$ cat config.mk
export PLATFORM = sky130hd
export DESIGN_NAME = boot_loader
export DESIGN_NICKNAME = d
export VERILOG_FILES = /design/src/rtl/boot_pkg.sv /design/src/rtl/boot_byte_packer.sv /design/src/rtl/boot_loader.sv
export SDC_FILE = /design/constraint.sdc
export NUM_CORES = 1
export LEC_CHECK = 0
export ABC_AREA = 1
export CAP_MARGIN = 20
export CORE_AREA = 2 2 230 141
export DETAILED_ROUTE_END_ITERATION = 8
export DIE_AREA = 0 0 232 143
export PLACE_DENSITY = 0.63
export SETUP_SLACK_MARGIN = 0.4
export SKIP_LAST_GASP = 1
export SLEW_MARGIN = 40
export SYNTH_ARGS = -nofsm -noshare
export SYNTH_HDL_FRONTEND = slang
export SYNTH_HIERARCHICAL = 1
export SYNTH_SLANG_ARGS = --single-unit
export TNS_END_PERCENT = 10
$ cat constraint.sdc
create_clock -name CLK -period 2.3 [get_ports CLK]
set_input_delay 0.23 -clock CLK [delete_from_list [all_inputs] [get_ports CLK]]
set_output_delay 0.23 -clock CLK [all_outputs]
set_load 0.02 [all_outputs]
$ cat src/rtl/boot_pkg.sv
// Shared types and constants for the boot loader: FSM state encoding and
// image-format geometry.
package boot_pkg;

  typedef enum logic [2:0] {
    StHdr,
    StLoad,
    StCsum,
    StDone,
    StErr
  } boot_state_e;

  localparam int unsigned BYTES_PER_WORD = 4;
  localparam int unsigned ADDR_STEP      = 4;

endpackage

$ cat src/rtl/boot_byte_packer.sv
// Assembles little-endian 32-bit words from a byte stream. The completed word is
// presented combinationally with the 4th byte so the caller can act on the same edge.
module boot_byte_packer
  import boot_pkg::*;
(
  input  logic        clk_i,
  input  logic        rst_i,
  input  logic        byte_valid_i,
  input  logic [7:0]  byte_data_i,
  output logic        word_valid_o,
  output logic [31:0] word_o
);

  localparam logic [1:0] LastByte = 2'(BYTES_PER_WORD - 1);

  logic [1:0]  cnt_q;
  logic [31:0] shreg_q;

  always_ff @(posedge clk_i) begin
    if (rst_i) begin
      cnt_q   <= 2'd0;
      shreg_q <= 32'd0;
    end else if (byte_valid_i) begin
      cnt_q   <= cnt_q + 2'd1;
      shreg_q <= {byte_data_i, shreg_q[31:8]};
    end
  end

  // Newest byte is the most significant, so earlier bytes land little-endian.
  assign word_valid_o = byte_valid_i && (cnt_q == LastByte);
  assign word_o       = {byte_data_i, shreg_q[31:8]};

endmodule

$ cat src/rtl/boot_loader.sv
// Streams a length-prefixed, checksummed program image into instruction memory
// and releases the core from reset only after the checksum matches.
module boot_loader
  import boot_pkg::*;
#(
  parameter logic [63:0] BASE_ADDR = 64'd0,
  parameter int unsigned MAX_WORDS = 1024
) (
  input  logic        CLK,
  input  logic        RST,
  input  logic [7:0]  RX_DATA,
  input  logic        RX_VALID,
  output logic        RX_READY,
  output logic [63:0] MEM_ADDR,
  output logic [31:0] MEM_DATA,
  output logic        MEM_WR,
  output logic        CORE_RST,
  output logic        DONE,
  output logic        ERR
);

  boot_state_e state_q;
  logic [31:0] idx_q;
  logic [31:0] n_q;
  logic [31:0] sum_q;
  logic [63:0] mem_addr_q;
  logic [31:0] mem_data_q;
  logic        mem_wr_q;

  logic        byte_fire;
  logic        word_valid;
  logic [31:0] word;
  logic [31:0] idx_next;

  assign byte_fire = RX_VALID && RX_READY;
  assign idx_next  = idx_q + 32'd1;

  boot_byte_packer u_packer (
    .clk_i        (CLK),
    .rst_i        (RST),
    .byte_valid_i (byte_fire),
    .byte_data_i  (RX_DATA),
    .word_valid_o (word_valid),
    .word_o       (word)
  );

  always_ff @(posedge CLK) begin
    if (RST) begin
      state_q    <= StHdr;
      idx_q      <= 32'd0;
      n_q        <= 32'd0;
      sum_q      <= 32'd0;
      mem_addr_q <= 64'd0;
      mem_data_q <= 32'd0;
      mem_wr_q   <= 1'b0;
    end else begin
      mem_wr_q <= 1'b0;
      if (word_valid) begin
        unique case (state_q)
          StHdr: begin
            n_q <= word;
            if (word > 32'(MAX_WORDS)) begin
              state_q <= StErr;
            end else if (word == 32'd0) begin
              state_q <= StCsum;
            end else begin
              state_q <= StLoad;
            end
          end
          StLoad: begin
            mem_data_q <= word;
            mem_addr_q <= BASE_ADDR + 64'(idx_q) * 64'(ADDR_STEP);
            mem_wr_q   <= 1'b1;
            idx_q      <= idx_next;
            sum_q      <= sum_q + word;
            if (idx_next == n_q) begin
              state_q <= StCsum;
            end
          end
          StCsum: begin
            state_q <= (word == sum_q) ? StDone : StErr;
          end
          default: ;
        endcase
      end
    end
  end

  assign RX_READY = (state_q == StHdr) || (state_q == StLoad) || (state_q == StCsum);
  assign CORE_RST = (state_q != StDone);
  assign DONE     = (state_q == StDone);
  assign ERR      = (state_q == StErr);
  assign MEM_ADDR = mem_addr_q;
  assign MEM_DATA = mem_data_q;
  assign MEM_WR   = mem_wr_q;

endmodule

==> results.py, run 1 <==
metrics = {
    "status": {
        "status": "finished, final reports clean",
    },
    "route": {
        "drt-initial-drc-count": 915,
        "drtPass1Iterations": 5,
        "ant_nets": 0,
        "routed_wirelength_um": 37060,
        "residual_drc": 0,
        "dr_total_vias": 11310,
        "routed_via_density": 4.961,
        "routed_wire_length_per_instance_um": 16.26,
    },
    "sta": {
        "report.final.hold_viol_count": 0,
        "final-setup-viol-count": 0,
        "period_share_pct": 94.21,
        "max_freq_mhz": 461.5,
        "maxSlewHeadroom_pct": 64.77,
        "fin_crit_ns": 2.167,
        "timing_max_transition_violations_final": 0,
        "finalClockSkew_ns": 0.01105,
        "tightest_slew_ns": 0.5285,
        "grt_setup_unrepaired": "yes",
    },
    "cts": {
        "post_cts_hold_buffer_count": 0,
        "cts.sinks": 190,
        "cts_buffer_depth": 2,
        "cts_tree": "built",
        "cts.clk_slew.worst_paths_ns": 0.07,
        "clock-root-buffer": "sky130_fd_sc_hd__clkbuf_16",
        "clk_latency_ns": 0.46,
        "htree_levels": 4,
        "tritoncts.num_buffers": 17,
    },
    "global_routing": {
        "grt_start_max_net_pins": 100,
        "initial_antenna_violation_count": 0,
        "globalRouteOverflowTotal": 0,
        "grt_first_pass_wirelength_um": 56250,
        "grt_usage_pct": 22.12,
        "first_global_vias": 10020,
    },
    "setup_path": {
        "timing.critical_path.to_type": "flop",
        "r2r_cell_count": 18,
        "crit_arrival_ns": 2.52,
        "worst-setup-path-type": "reg -> reg",
        "setup.reg_to_reg.worst_slack_ns": 0.13,
        "worstPathMaxFanout": 6,
        "crit_required_ns": 2.66,
        "crit-reg2reg-capture": "state_q[0]",
        "critPathCapture": "state_q[0]",
        "critical_path_source": "idx_q[1]",
        "worstReg2RegStart": "idx_q[1]",
        "startpoint_type": "flop",
    },
    "yosys": {
        "synthArstFlopShare_pct": 0,
        "synth-seq-cells": 190,
        "synth-seq-area-share_pct": 35.32,
        "yosys.cell_types.count": 40,
        "synth_top_flop_cell": "sky130_fd_sc_hd__dfxtp_1",
        "avgSynthCellArea_um2": 6.547,
        "synth-edff-count": 0,
        "synthesis.instances": 1645,
        "yosys.area_share.xor_xnor_pct": 1.952,
        "syn_warnings": 6,
        "synthesized_area_fraction_occupied_by_and_or_nand_nor_cells_pct": 28.76,
        "synth-adder-area-share_pct": 4.020,
        "synth-compound-area-share_pct": 16.85,
        "portion_of_netlist_area_occupied_by_mux_cells_pct": 0,
        "combinational_family_with_the_most_area_after_synthesis": "simple AND/OR/NAND/NOR gates",
        "synthesis.area_um2": 10770,
    },
    "power_and_ir_drop": {
        "worst_ir_drop_vdd_mv": 0.4283,
        "power.leakage_nw": 6.620,
        "power_density_nw_per_um2": 494.7,
    },
    "floorplan": {
        "design.die.area_um2": 33180,
        "die_x_um": 232,
        "die_height_um": 143,
        "initial_utilization_pct": 34.78,
        "fp.coreArea_um2": 30970,
        "row_count": 50,
        "design.portCount": 112,
    },
    "finish": {
        "seqCellArea_um2": 3877,
        "num_antenna_cells": 0,
        "layoutNonFillerInstCount": 2279,
        "nNetsFinal": 1895,
        "area_delta_synth_final_pct": 36.55,
        "multiInputGateArea_um2": 6601,
        "finalCoreUtilization_pct": 47.49,
        "post_route_cells_drive_above_1_share_pct": 23.46,
        "design_area_um2": 14710,
        "filler_cell_count": 3114,
    },
    "placement": {
        "gpl.final_weighted_congestion": 0.9235,
        "hpwl_um": 27550,
        "dpl.cell_count": 2215,
        "buffer_ports.inserted": 79,
        "placed_area_um2": 12880,
    },
    "worst_hold_path": {
        "kind_of_path_behind_the_tightest_hold_check": "reg -> reg",
        "hold-path-cell-count": 2,
    },
    "flow_run": {
        "max_cap_violations": 0,
    },
}
## report_power, final
part / total [mW] / internal, mW / switching, mW
sequential: 3.40 / 3.34 / 0.0581
combinational: 0.814 / 0.313 / 0.502
clock: 3.06 / 1.68 / 1.38
## worst min-delay path by stage
stage / from / to / slack, ns
finish: n_q[27] / n_q[27] / 0.47
global route: n_q[31] / n_q[31] / 0.48
CTS: n_q[31] / n_q[31] / 0.47
detailed placement: n_q[31] / n_q[31] / 0.47
global placement: n_q[25] / n_q[25] / 0.46
floorplan: RST / u_packer/shreg_q[30] / 0.40
## sequential cells by signal, summed over array words and instances, names as in the netlist
name / count
MEM_ADDR: 32
MEM_DATA: 32
idx_q: 32
n_q: 32
sum_q: 32
u_packer/shreg_q: 24
state_q: 3
u_packer/cnt_q: 2
MEM_WR: 1
## final cells by class
class	count	area share (%)
multi-input cells	1166	44.89
flip-flops and latches	190	26.37
repair buffers	256	15.54
inverters	219	5.633
well taps	416	3.540
clock buffers	22	3.157
clock inverters	10	0.8679
## cells in the final DEF (no fill, tap or decap), types with 32 or more instances in the layout
cell / n
sky130_fd_sc_hd__dfxtp_2: 32
sky130_fd_sc_hd__inv_1: 202
sky130_fd_sc_hd__buf_4: 153
sky130_fd_sc_hd__dfxtp_1: 149
sky130_fd_sc_hd__nand2_1: 279
sky130_fd_sc_hd__clkdlybuf4s50_1: 77
sky130_fd_sc_hd__nand2_2: 34
sky130_fd_sc_hd__o21ai_0: 156
sky130_fd_sc_hd__nor2_1: 218
sky130_fd_sc_hd__conb_1: 32
sky130_fd_sc_hd__a21oi_1: 118
sky130_fd_sc_hd__nand3_1: 79
## cell families (layout without fill, tap and decap cells)
logic type	Yosys count	count (layout)
and+or+nand+nor	730	730
DFF	190	190
adders and majority gates	34	34
buffers and inverters	320	507
xor gates and xnor gates	24	24
other	1	32
AOI/OAI and AO/OA	346	346
## synth_stat cells, types with 10 or more instances
| cell type | instances | share of area, % |
|---|---|---|
| sky130_fd_sc_hd__a21oi_1 | 135 | 6.3 |
| sky130_fd_sc_hd__buf_4 | 42 | 2.9 |
| sky130_fd_sc_hd__clkbuf_1 | 47 | 1.6 |
| sky130_fd_sc_hd__dfxtp_1 | 190 | 35 |
| sky130_fd_sc_hd__ha_1 | 33 | 3.8 |
| sky130_fd_sc_hd__inv_1 | 217 | 7.6 |
| sky130_fd_sc_hd__nand2_1 | 314 | 11 |
| sky130_fd_sc_hd__nand3_1 | 96 | 4.5 |
| sky130_fd_sc_hd__nand3b_1 | 10 | 0.70 |
| sky130_fd_sc_hd__nand4_1 | 10 | 0.58 |
| sky130_fd_sc_hd__nor2_1 | 250 | 8.7 |
| sky130_fd_sc_hd__nor2_2 | 12 | 0.70 |
| sky130_fd_sc_hd__o21ai_0 | 176 | 8.2 |
| sky130_fd_sc_hd__xor2_1 | 19 | 1.5 |
## worst max-delay path, cell delays in order, from the launching register on
cell                      delay [ns]
sky130_fd_sc_hd__dfxtp_4        0.39
sky130_fd_sc_hd__ha_4           0.18
sky130_fd_sc_hd__nand2_8        0.08
sky130_fd_sc_hd__nor2_4         0.15
sky130_fd_sc_hd__nand2_4        0.08
sky130_fd_sc_hd__nor2_4         0.22
sky130_fd_sc_hd__nand2_1        0.10
sky130_fd_sc_hd__nand2_2        0.07
sky130_fd_sc_hd__nand2_2        0.06
sky130_fd_sc_hd__nand2_2        0.05
sky130_fd_sc_hd__nand2_1        0.05
sky130_fd_sc_hd__nor2_1         0.08
sky130_fd_sc_hd__nand2_1        0.09
sky130_fd_sc_hd__nor2_1         0.11
sky130_fd_sc_hd__nand3_1        0.09
sky130_fd_sc_hd__nand2_2        0.09
sky130_fd_sc_hd__nand3_2        0.06
sky130_fd_sc_hd__nand2_1        0.08
sky130_fd_sc_hd__inv_1          0.03
## through the flow
| stage | setup slack (ns) | hold slack (ns) | power (mW) | TNS [ns] |
|---|---|---|---|---|
| 3_3_place_gp | -0.1415 | 0.4602 | 4.189 | -0.2178 |
| 2_1_floorplan | 0.2849 | 0.4049 | 3.928 | 0 |
| 5_1_grt | -0.006386 | 0.4823 | 7.557 | -0.006386 |
| 4_1_cts | 0.1832 | 0.4748 | 7.261 | 0 |
| 3_5_place_dp | -0.1195 | 0.4654 | 4.194 | -0.2556 |
| 6_report | 0.1333 | 0.4724 | 7.274 | 0 |
## routing by layer
metal	vias up	track usage, %	part of all wire, %
met4	0	5.094	0.97
met2	357	30.89	41
li1	5637	-	-
met1	5289	33.67	50
met5	-	0	0
met3	23	5.192	7.9
## repair_timing
item / in CTS / in global routing
hold endpoints to repair: 0 / 0
resized for setup: 83 / 182
setup buffers: 11 / 21
pin swaps: 22 / 80
endpoints found under the setup margin: 37 / 115
Power figures use the tool's default switching activity.
==> inputs of run 2 (changes only) <==
--- a/config.mk
+++ b/config.mk
@@ -10,6 +10,7 @@
 export CORE_AREA = 2 2 230 141
 export DETAILED_ROUTE_END_ITERATION = 8
 export DIE_AREA = 0 0 232 143
+export MAX_ROUTING_LAYER = met4
 export PLACE_DENSITY = 0.63
 export SETUP_SLACK_MARGIN = 0.4
 export SKIP_LAST_GASP = 1
==> results.py, run 2 (same netlist as run 1, synthesis figures left out) <==
metrics = {
    "power_and_ir_drop": {
        "net-switching-power_mw": 1.947,
        "power.leakage_nw": 6.601,
        "power_density_nw_per_um2": 493.9,
        "comb_power_share_pct": 11.3,
        "power.share.sequential_pct": 46.7,
        "report.power.total_mw": 7.257,
        "power.clock.fraction_pct": 41.9,
        "p_sw_share_pct": 26.83,
        "p_int_mw": 5.310,
        "worst_ir_drop_vdd_mv": 0.3982,
    },
    "flow_run": {
        "max_cap_violations": 0,
    },
    "cts": {
        "cts_buffer_depth": 2,
        "tritoncts.num_buffers": 17,
        "cts_tree": "built",
        "cts.clk_slew.worst_paths_ns": 0.07,
        "htree_levels": 4,
        "clock-root-buffer": "sky130_fd_sc_hd__clkbuf_16",
        "cts.sinks": 190,
        "clk_latency_ns": 0.46,
        "post_cts_hold_buffer_count": 0,
    },
    "finish": {
        "layoutNonFillerInstCount": 2283,
        "post_route_cells_drive_above_1_share_pct": 23.14,
        "filler_cell_count": 3142,
        "mostFrequentLayoutCell": "sky130_fd_sc_hd__nand2_1",
        "area_delta_synth_final_pct": 36.44,
        "nNetsFinal": 1899,
        "finalCoreUtilization_pct": 47.45,
        "design_area_um2": 14690,
        "num_antenna_cells": 0,
        "layout.cells.most_common_list": "sky130_fd_sc_hd__nand2_1, sky130_fd_sc_hd__nor2_1, sky130_fd_sc_hd__inv_1",
    },
    "sta": {
        "timing.final.ws_setup_ns": 0.07002,
        "grt_setup_unrepaired": "yes",
        "finalClockSkew_ns": 0.008851,
        "totalNegativeSetupSlack_ns": 0,
        "period_share_pct": 96.96,
        "maxSlewHeadroom_pct": 62.49,
        "timing_max_transition_violations_final": 0,
        "final.hold.worst_slack_ns": 0.4725,
        "max_freq_mhz": 448.4,
        "tightest_slew_ns": 0.5627,
        "fin_crit_ns": 2.230,
        "final-setup-viol-count": 0,
        "report.final.hold_viol_count": 0,
    },
    "global_routing": {
        "initial_antenna_violation_count": 0,
        "first_global_vias": 9947,
        "global_route.usage.met2_pct": 30.84,
        "grt_first_pass_wirelength_um": 57350,
        "grt.met3_usage_pct": 4.034,
        "grt_usage_pct": 23.37,
        "globalRouteOverflowTotal": 0,
        "grt_start_max_net_pins": 53,
        "grt_most_used_layer": "met1",
        "grtUsageMet1_pct": 36.09,
    },
    "status": {
        "status": "finished, final reports clean",
    },
    "floorplan": {
        "die_x_um": 232,
        "fp.coreArea_um2": 30970,
        "initial_utilization_pct": 34.78,
        "row_count": 50,
        "die_height_um": 143,
        "design.portCount": 112,
        "design.die.area_um2": 33180,
    },
    "worst_hold_path": {
        "kind_of_path_behind_the_tightest_hold_check": "reg -> reg",
    },
    "setup_path": {
        "crit_required_ns": 2.66,
        "startpoint_type": "flop",
        "timing.critical_path.to_type": "flop",
        "worstPathMaxFanout": 5,
        "crit_arrival_ns": 2.59,
        "worst-setup-path-type": "reg -> reg",
    },
    "placement": {
        "dpl.cell_count": 2211,
        "dp_worst_setup_slack_ns": -0.3281,
        "placed_area_um2": 12890,
        "gpl.final_weighted_congestion": 0.9410,
        "hpwl_um": 28350,
        "buffer_ports.inserted": 79,
    },
    "route": {
        "ant_nets": 0,
        "drtPass1Iterations": 5,
        "routed_wirelength_um": 38090,
        "routed_via_density": 4.993,
        "residual_drc": 0,
        "routed_wire_length_per_instance_um": 16.68,
        "dr_total_vias": 11400,
        "drt-initial-drc-count": 1246,
    },
}
==> run 2: path summary, 6_finish.rpt <==
path / startpoint / end / slack [ns] / cells past startpoint
worst max-delay path: idx_q[0] / state_q[0] / 0.07 / 17
worst min-delay path: n_q[19] / n_q[19] / 0.47 / 2
worst max register to register: idx_q[0] / state_q[0] / 0.07 / 17
worst min register to register: n_q[19] / n_q[19] / 0.47 / 2
==> run 2: repair_timing <==
item | 4_1_cts | 5_1_grt
pin swaps | 26 | 82
setup endpoints to repair | 49 | 126
buffers inserted | 13 | 27
gates resized for setup | 71 | 178
==> run 2: power groups by stage <==
stage                     Clock (mW)  Sequential (mW)  Combinational (mW)
after global routing            3.24             3.40               0.887
after CTS                       3.10             3.38               0.743
after detailed placement           0             3.46               0.732
after floorplan                    0             3.47               0.462
final                           3.04             3.39               0.822
after global placement             0             3.46               0.728
==> run 2: area by class of cell <==
cell class,instances,area (um^2),area share [%]
clock buffers,23,467.9,3.185
multi-input cells,1166,6570,44.72
repair buffers,260,2332,15.87
flip-flops and latches,190,3867,26.32
well taps,416,520.5,3.543
inverters,219,825.8,5.620
clock inverters,9,108.9,0.7409
==> run 2: worst max-delay path, cell delays in order, from the launching register on <==
cell,delay [ns]
sky130_fd_sc_hd__dfxtp_4,0.38
sky130_fd_sc_hd__inv_2,0.05
sky130_fd_sc_hd__nor2_4,0.18
sky130_fd_sc_hd__buf_12,0.14
sky130_fd_sc_hd__nand2_8,0.08
sky130_fd_sc_hd__nor2_8,0.21
sky130_fd_sc_hd__buf_12,0.13
sky130_fd_sc_hd__nand2_1,0.06
sky130_fd_sc_hd__nand3_1,0.08
sky130_fd_sc_hd__nand2_1,0.07
sky130_fd_sc_hd__nor2_1,0.12
sky130_fd_sc_hd__nand3_1,0.13
sky130_fd_sc_hd__nor2_1,0.13
sky130_fd_sc_hd__nand3_1,0.09
sky130_fd_sc_hd__nand2_1,0.10
sky130_fd_sc_hd__nand3_2,0.06
sky130_fd_sc_hd__nand2_1,0.08
sky130_fd_sc_hd__inv_1,0.04
==> run 2: routing by layer <==
metal	vias to the layer above	part of all wire (%)
met5	-	0
li1	5615	-
met2	421	40
met1	5339	51
met4	0	0.80
met3	25	8.1
